--- config.mk ---
export PLATFORM = sky130hd
export DESIGN_NAME = matrix_loader
export DESIGN_NICKNAME = d
export VERILOG_FILES = /design/src/rtl/matrix_loader.sv
export SDC_FILE = /design/constraint.sdc
export NUM_CORES = 1
export LEC_CHECK = 0
export ABC_CLOCK_PERIOD_IN_PS = 2200
export CELL_PAD_IN_SITES_DETAIL_PLACEMENT = 2
export CELL_PAD_IN_SITES_GLOBAL_PLACEMENT = 2
export CORE_MARGIN = 3
export CORE_UTILIZATION = 28
export DETAILED_ROUTE_END_ITERATION = 6
export PLACE_DENSITY_LB_ADDON = 0.15
export SYNTH_ARGS = -nofsm -noshare
export SYNTH_HDL_FRONTEND = slang
export SYNTH_SLANG_ARGS = --single-unit
export TNS_END_PERCENT = 30
--- constraint.sdc ---
create_clock -name clk -period 2.2 [get_ports clk]
set_clock_uncertainty 0.15 [all_clocks]
set_input_delay 0.22 -clock clk [delete_from_list [all_inputs] [get_ports clk]]
set_output_delay 0.22 -clock clk [all_outputs]
set_load 0.02 [all_outputs]
--- src/rtl/matrix_loader.sv ---
// matrix_loader: feed stage for the matrix coprocessor.
// Streams 8-bit elements in over a valid/ready handshake and writes two
// MAX_DIM x MAX_DIM operand matrices (A, then B) row-major into the
// coprocessor memory. Locations outside the active n x n window are
// zero-filled, so every load issues 2*MAX_DIM*MAX_DIM writes.
//
// Ports
//   clk       clock, all logic on posedge
//   reset_n   synchronous active-low reset
//   start     load request, sampled only while idle
//   tamanho   active dimension n (1..MAX_DIM), sampled with start
//   in_data   element value
//   in_valid  in_data is valid
//   in_ready  element accepted when in_valid & in_ready (combinational)
//   wr_en     memory write strobe
//   wr_sel    0 = matrix A, 1 = matrix B
//   wr_addr   row*MAX_DIM + col
//   wr_data   value to write
//   busy      load in progress
//   done      pulse coincident with the final write of B
//   err       pulse when start arrives with an out-of-range tamanho
module matrix_loader #(
    parameter int unsigned DATA_W  = 8,
    parameter int unsigned MAX_DIM = 5,
    parameter int unsigned ADDR_W  = 5
) (
    input  logic              clk,
    input  logic              reset_n,
    input  logic              start,
    input  logic [2:0]        tamanho,
    input  logic [DATA_W-1:0] in_data,
    input  logic              in_valid,
    output logic              in_ready,
    output logic              wr_en,
    output logic              wr_sel,
    output logic [ADDR_W-1:0] wr_addr,
    output logic [DATA_W-1:0] wr_data,
    output logic              busy,
    output logic              done,
    output logic              err
);

    localparam int unsigned CNT_W = (MAX_DIM > 1) ? $clog2(MAX_DIM) : 1;
    localparam int unsigned DIM_W = 3;
    localparam logic [CNT_W-1:0] LAST_POS = CNT_W'(MAX_DIM - 1);

    typedef enum logic [1:0] {
        S_IDLE   = 2'd0,
        S_LOAD_A = 2'd1,
        S_LOAD_B = 2'd2
    } state_t;

    state_t             state_q,   state_d;
    logic [CNT_W-1:0]   row_q,     row_d;
    logic [CNT_W-1:0]   col_q,     col_d;
    logic [DIM_W-1:0]   n_q,       n_d;
    logic               wr_en_q,   wr_en_d;
    logic               wr_sel_q,  wr_sel_d;
    logic [ADDR_W-1:0]  wr_addr_q, wr_addr_d;
    logic [DATA_W-1:0]  wr_data_q, wr_data_d;
    logic               busy_q,    busy_d;
    logic               done_q,    done_d;
    logic               err_q,     err_d;

    logic loading_c;
    logic in_window_c;
    logic advance_c;
    logic last_pos_c;
    logic dim_ok_c;

    // Position decode shared by the handshake and the next-state logic.
    always_comb begin
        loading_c   = (state_q == S_LOAD_A) || (state_q == S_LOAD_B);
        in_window_c = (32'(row_q) < 32'(n_q)) && (32'(col_q) < 32'(n_q));
        // Out-of-window positions never wait for the stream.
        advance_c   = loading_c && (!in_window_c || in_valid);
        last_pos_c  = (row_q == LAST_POS) && (col_q == LAST_POS);
        dim_ok_c    = (tamanho != '0) && (32'(tamanho) <= MAX_DIM);
    end

    assign in_ready = loading_c && in_window_c;

    // Next-state, position counters and write-port staging.
    always_comb begin
        state_d   = state_q;
        row_d     = row_q;
        col_d     = col_q;
        n_d       = n_q;
        wr_en_d   = 1'b0;
        wr_sel_d  = wr_sel_q;
        wr_addr_d = wr_addr_q;
        wr_data_d = wr_data_q;
        busy_d    = busy_q;
        done_d    = 1'b0;
        err_d     = 1'b0;

        case (state_q)
            S_IDLE: begin
                if (start) begin
                    if (dim_ok_c) begin
                        n_d     = tamanho;
                        row_d   = '0;
                        col_d   = '0;
                        busy_d  = 1'b1;
                        state_d = S_LOAD_A;
                    end else begin
                        err_d = 1'b1;
                    end
                end
            end

            S_LOAD_A, S_LOAD_B: begin
                if (advance_c) begin
                    wr_en_d   = 1'b1;
                    wr_sel_d  = (state_q == S_LOAD_B);
                    wr_addr_d = ADDR_W'(32'(row_q) * MAX_DIM + 32'(col_q));
                    wr_data_d = in_window_c ? in_data : '0;

                    if (last_pos_c) begin
                        row_d = '0;
                        col_d = '0;
                        if (state_q == S_LOAD_A) begin
                            state_d = S_LOAD_B;
                        end else begin
                            state_d = S_IDLE;
                            busy_d  = 1'b0;
                            done_d  = 1'b1;
                        end
                    end else if (col_q == LAST_POS) begin
                        col_d = '0;
                        row_d = row_q + CNT_W'(1);
                    end else begin
                        col_d = col_q + CNT_W'(1);
                    end
                end
            end

            default: begin
                state_d = S_IDLE;
                busy_d  = 1'b0;
            end
        endcase
    end

    // State and output registers with synchronous reset.
    always_ff @(posedge clk) begin
        if (!reset_n) begin
            state_q   <= S_IDLE;
            row_q     <= '0;
            col_q     <= '0;
            n_q       <= '0;
            wr_en_q   <= 1'b0;
            wr_sel_q  <= 1'b0;
            wr_addr_q <= '0;
            wr_data_q <= '0;
            busy_q    <= 1'b0;
            done_q    <= 1'b0;
            err_q     <= 1'b0;
        end else begin
            state_q   <= state_d;
            row_q     <= row_d;
            col_q     <= col_d;
            n_q       <= n_d;
            wr_en_q   <= wr_en_d;
            wr_sel_q  <= wr_sel_d;
            wr_addr_q <= wr_addr_d;
            wr_data_q <= wr_data_d;
            busy_q    <= busy_d;
            done_q    <= done_d;
            err_q     <= err_d;
        end
    end

    assign wr_en   = wr_en_q;
    assign wr_sel  = wr_sel_q;
    assign wr_addr = wr_addr_q;
    assign wr_data = wr_data_q;
    assign busy    = busy_q;
    assign done    = done_q;
    assign err     = err_q;

endmodule

; Word-level counts from Yosys, hierarchy flattened
; Cells that the tools add are included.
[totals]
output_inout_bits = 19
ff_bits = 29
wordCells = 75
[op_classes]
muxes = 26
n_eq_ne = 10
multipliers = 1
reduce_logical = 21
n_addsub = 3
order_cmp = 3
[ops]
columns = op, count
row1 = 3-bit 2-to-1 mux, 8
row2 = 3-bit case mux with 2 select lines, 2
row3 = 4-bit AND reduction, 3
row4 = 2-bit 2-to-1 mux, 5
row5 = 2-bit inequality test (second input constant), 5
row6 = 5-bit AND reduction, 2
row7 = 1-bit 2-to-1 mux, 8
row8 = 8-bit 2-to-1 mux, 1
row9 = 3-bit by 1-bit adder with 3-bit output (second input constant), 2
row10 = 3-bit equality test (second input constant), 2
row11 = 3-bit less-than comparator, 2
row12 = 3-bit AND reduction, 2
row13 = 5-bit by 3-bit adder with 5-bit output, 1
row14 = 1-bit logical AND, 5
row15 = 3-bit by 3-bit multiplier with 5-bit output (second input constant), 1
row16 = 2-bit case mux with 2 select lines, 1
row17 = 2-bit AND reduction, 2
row18 = 3-bit less-or-equal comparator (second input constant), 1
row19 = 3-bit inequality test (second input constant), 1
row20 = 3-bit nonzero test, 1
row21 = 2-bit by 1-bit equality test with 1-bit output (second input constant), 1
row22 = 2-bit equality test (second input constant), 1
row23 = 2-bit logical NOT, 1
row24 = 1-bit logical OR, 2
row25 = 4 further kinds, 4

; Longest topological paths before layout
[logic_depth]
ltp_word = 7
depth_mapped = 8
depth_no_buf = 8

; Worst setup path after synthesis
; Ideal clock, no wire load.
[synth_timing]
path_type = flip-flop to flip-flop
startpoint = reg col_q[2]
endpoint = reg col_q[1]
synth_period_minus_slack_ns = 2.378
stages_incl_launch_ff = 7
slack_ns = -0.178
arrival_ns = 2.163
path_buffers = 0
setup_ns = 0.065
path_cell_list = dfxtp_1 -> ha_1 -> a211o_4 -> or4b_4 -> o21ai_4 -> mux2_1 -> nor2_1
[synth_via]
elab_chain_cells = 7
elab_cells_between_ends = 13
[synth_lines]
columns = element, line
row1 = "start, declared", 55  ; logic [CNT_W-1:0] col_q, col_d;
row2 = "start signal, assigned", 162  ; col_q <= col_d;
row3 = 3-bit less-than comparator, 74  ; in_window_c = (32'(row_q) < 32'(n_q)) && (32'(col_q) < 32'(n_q));
row4 = 1-bit logical AND, 74
row5 = 1-bit logical NOT, 76  ; advance_c = loading_c && (!in_window_c || in_valid);
row6 = 1-bit logical OR, 76
row7 = 1-bit logical AND, 76
row8 = 2-bit inequality test (no line), -
row9 = 4-bit AND reduction (no line), -
; Several ways; a longest one is shown, not always the timed one. The select of a mux whose other input is x is not followed.
; A chain may end at the register's enable or synchronous reset.

; Worst setup path after layout
[layout_timing]
startpoint = reg n_q[2]
endpoint = reg col_q[1]
[layout_via]
elab_chain_cells = 7
elab_cells_between_ends = 8
[layout_lines]
columns = element, line
row1 = "start, declared", 56  ; logic [DIM_W-1:0] n_q, n_d;
row2 = "start signal, assigned", 163  ; n_q <= n_d;
row3 = 3-bit less-than comparator, 74
row4 = 1-bit logical AND *, 74
row5 = 1-bit logical NOT *, 76
row6 = 1-bit logical OR *, 76
row7 = 1-bit logical AND *, 76
row8 = 2-bit inequality test (no line) *, -
row9 = 4-bit AND reduction (no line) *, -
; Every way passes the cells marked *; elsewhere a longest branch is shown, timed or not.

==> impl_metrics.env <==
export IMPL_outcome="complete, but fails checks"
export IMPL_violations="negative setup slack"
export IMPL_synth_avg_cell_area_um2=9.55
export IMPL_clk_pin_slew_ns=0.07
export IMPL_route_detailed_drc=0
export IMPL_first_pass_iters=4
export IMPL_postRouteAntennaNets=0
export IMPL_grt_pass1_wl_um=9130
export IMPL_hold_violations=0
export IMPL_p_total_w=0.00228
export IMPL_startpoint_type="flop"
export IMPL_internal_power_w=0.00149
export IMPL_final_cells=313
export IMPL_critPathSlowestCell="or4b_4"
export IMPL_final_layout_size_suffix_gt1_frac=0.286
export IMPL_final_nets=276
export IMPL_grtUsageTotal=0.165
export IMPL_worstSetupEndpointType="flop"
export IMPL_cp_required_ns=2.27
export IMPL_htreeDepth=2
export IMPL_synth_warning_count=0
export IMPL_vias=1544
export IMPL_cts_buffers=5
export IMPL_post_route_period_util=1.06
export IMPL_timing_final_ws_setup_ns=-0.136
export IMPL_ys_types=45
export IMPL_worstMarginPinSlew_ns=0.600
export IMPL_dp_cells=302
export IMPL_p_sw_frac=0.346
export IMPL_synth_async_sr_flop_share=0
export IMPL_synth_edf_count=0
export IMPL_grt_overflow=0
export IMPL_holdCritPathClass="reg2reg"
export IMPL_synth_ff_type="dfxtp_1"
export IMPL_cellLeakagePower_nw=1.05
export IMPL_slew_viol_final=0
export IMPL_die_w_um=83.3
export IMPL_pwr_share_clk=0.295
export IMPL_grt_setup_unrepaired="true"
export IMPL_die_area_um2=6930
export IMPL_area_growth_synth_to_final_pct=50.4
export IMPL_grt_max_degree=18
export IMPL_cts_tree="yes"
export IMPL_seqPwrFrac=0.269
export IMPL_slew_headroom=0.600
export IMPL_syn_num_nets=211
export IMPL_wire_per_inst_um=17.5
export IMPL_fillCellCount=609
export IMPL_power_density_nw_per_um2=906
export IMPL_core_area_um2=5640
export IMPL_insertion_delay_ns=0.29
export IMPL_start_util=0.296
export IMPL_cp_arrival_ns=2.40
export IMPL_finalCriticalPeriod_ns=2.34
export IMPL_fmax_ghz=0.428
export IMPL_routed_wl_um=5480
export IMPL_synth_seq_cells=29
export IMPL_hpwl_um=4250
export IMPL_p_switching_w=0.000788
export IMPL_final_common_cell="clkdlybuf4s50_1"
export IMPL_crit_type="reg2reg"
export IMPL_worstPathMaxFanout=4
export IMPL_clock_sinks=29
export IMPL_ir_drop_mv=0.410
export IMPL_drt_initial_drc_count=37
export IMPL_p_comb_frac=0.436
export IMPL_root_buffer="clkbuf_8"
export IMPL_yosysSeqAreaShare=0.347
export IMPL_avgViaCountPerCell=4.93
export IMPL_netlist_instances=175
export IMPL_rrSetupSlack_ns=-0.14
export IMPL_utilization=0.446
export IMPL_ios=34
export IMPL_cpPeakStageDelay_ns=0.54
export IMPL_path_cells="inv_4 > ha_4 > a211o_4 > or4b_4 > o21ai_4 > mux2_4 > nor2_4"
export IMPL_port_buffers=33
export IMPL_final_setup_viol_count=9
export IMPL_ctsLongestPathBuffers=2
export IMPL_syn_area_um2=1670
export IMPL_fp_dieH_um=83.3
export IMPL_cap_violations=0
export IMPL_place_congestion=0.774
export IMPL_rows=27
export IMPL_grt_antenna_before_repair=0
export IMPL_antenna_cells=0
export IMPL_layout_common_cells="clkdlybuf4s50_1, buf_4, dfxtp_1, nor2_1, ha_1"
export IMPL_hold_buffers=0
export IMPL_grt_pass1_vias=1810
-- cells by family (layout without fill, tap and decap cells) --
kind of cell             Yosys count  count (layout)  synth area share
AND/OR/NAND/NOR                   58              58             0.175
AO/OA/AOI/OAI                     37              37             0.204
flip-flops                        29              29             0.347
adder cells (fa/ha/maj)           21              21             0.162
buffers and inverters             19              85            0.0479
multiplexers                       7               7            0.0427
XOR/XNOR                           4               4            0.0210
-- what timing repair did --
action                                  CTS  global route
gates resized for setup                  12            11
setup buffers                             2             1
endpoints found under the setup margin   14            24
pin swaps                                 5             2
-- worst max-delay path: cells and delay by family, from the launching register on --
kind,cells,cell delay (ns)
and+or+nand+nor,2,0.64
DFF,1,0.35
AOI/OAI and AO/OA,2,0.53
adders and majority gates,1,0.21
buffers and inverters,1,0.05
muxes,1,0.33
-- cells in the mapped netlist (2+ instances only) --
cell	n	area share
o21a_1	2	0.0090
or3_1	2	0.0075
mux2i_1	6	0.036
clkbuf_1	2	0.0045
a22oi_1	8	0.036
o21ai_0	8	0.024
dfxtp_1	29	0.35
ha_1	20	0.15
nor2_1	20	0.045
a21oi_2	2	0.010
nand4_1	2	0.0075
nand3_1	6	0.018
xnor2_1	3	0.016
and2_1	4	0.015
o221ai_4	2	0.031
a21oi_1	4	0.012
nand2_1	12	0.027
nor2b_1	2	0.0075
inv_1	14	0.031
or3_2	2	0.0090
-- final timing paths --
kind / start / end / cells after the start
min reg2reg: wr_addr[3]$_SDFFE_PN0P_ / wr_addr[3]$_SDFFE_PN0P_ / 2
min: wr_addr[3]$_SDFFE_PN0P_ / wr_addr[3]$_SDFFE_PN0P_ / 2
max: n_q[2]$_SDFFE_PN0P_ / col_q[1]$_SDFFE_PN0P_ / 7
max reg2reg: n_q[2]$_SDFFE_PN0P_ / col_q[1]$_SDFFE_PN0P_ / 7
-- per-stage QoR --
stage / setup TNS, ns / hold slack [ns] / worst slack [ns] / cell area [um2]
finish: -0.579 / 0.353 / -0.136 / 2510
global route: -1.43 / 0.391 / -0.192 / 2510
CTS: -0.602 / 0.362 / -0.125 / 2460
detailed placement: -1.02 / 0.346 / -0.209 / 2300
global placement: -0.372 / 0.329 / -0.110 / 2300
floorplan: -0.227 / 0.231 / -0.114 / 1690
-- power by group through the flow --
stage | combinational (W) | clock (W) | sequential, W
after CTS | 0.000972 | 0.000690 | 0.000612
after global routing | 0.00109 | 0.000721 | 0.000619
after detailed placement | 0.000952 | 0 | 0.000622
after floorplan | 0.000535 | 0 | 0.000649
after global placement | 0.000893 | 0 | 0.000617
final | 0.000993 | 0.000673 | 0.000612
-- state kept, by name, indices dropped and copies added (netlist names) --
name	cells
wr_data	8
wr_addr	5
col_q	3
n_q	3
row_q	3
state_q	2
busy	1
done	1
err	1
wr_en	1
wr_sel	1
-- layout make-up --
type                       instances  area, um2  area share
sequential                        29        586       0.233
multi-input combinational        127       1080       0.430
timing repair buffer              63        569       0.226
tap                               72       90.1      0.0358
clock buffer                       5       68.8      0.0274
clock inverter                     3       65.1      0.0259
inverter                          14       55.1      0.0219
-- metal layers --
layer / GRT usage / wire length (um) / vias up
li1: - / - / 742
met1: 0.175 / 2190 / 773
met2: 0.327 / 3100 / 21
met3: 0.0298 / 131 / 8
met4: 0.0475 / 59 / 0
met5: 0 / 0 / -
Power figures use the tool's default switching activity.
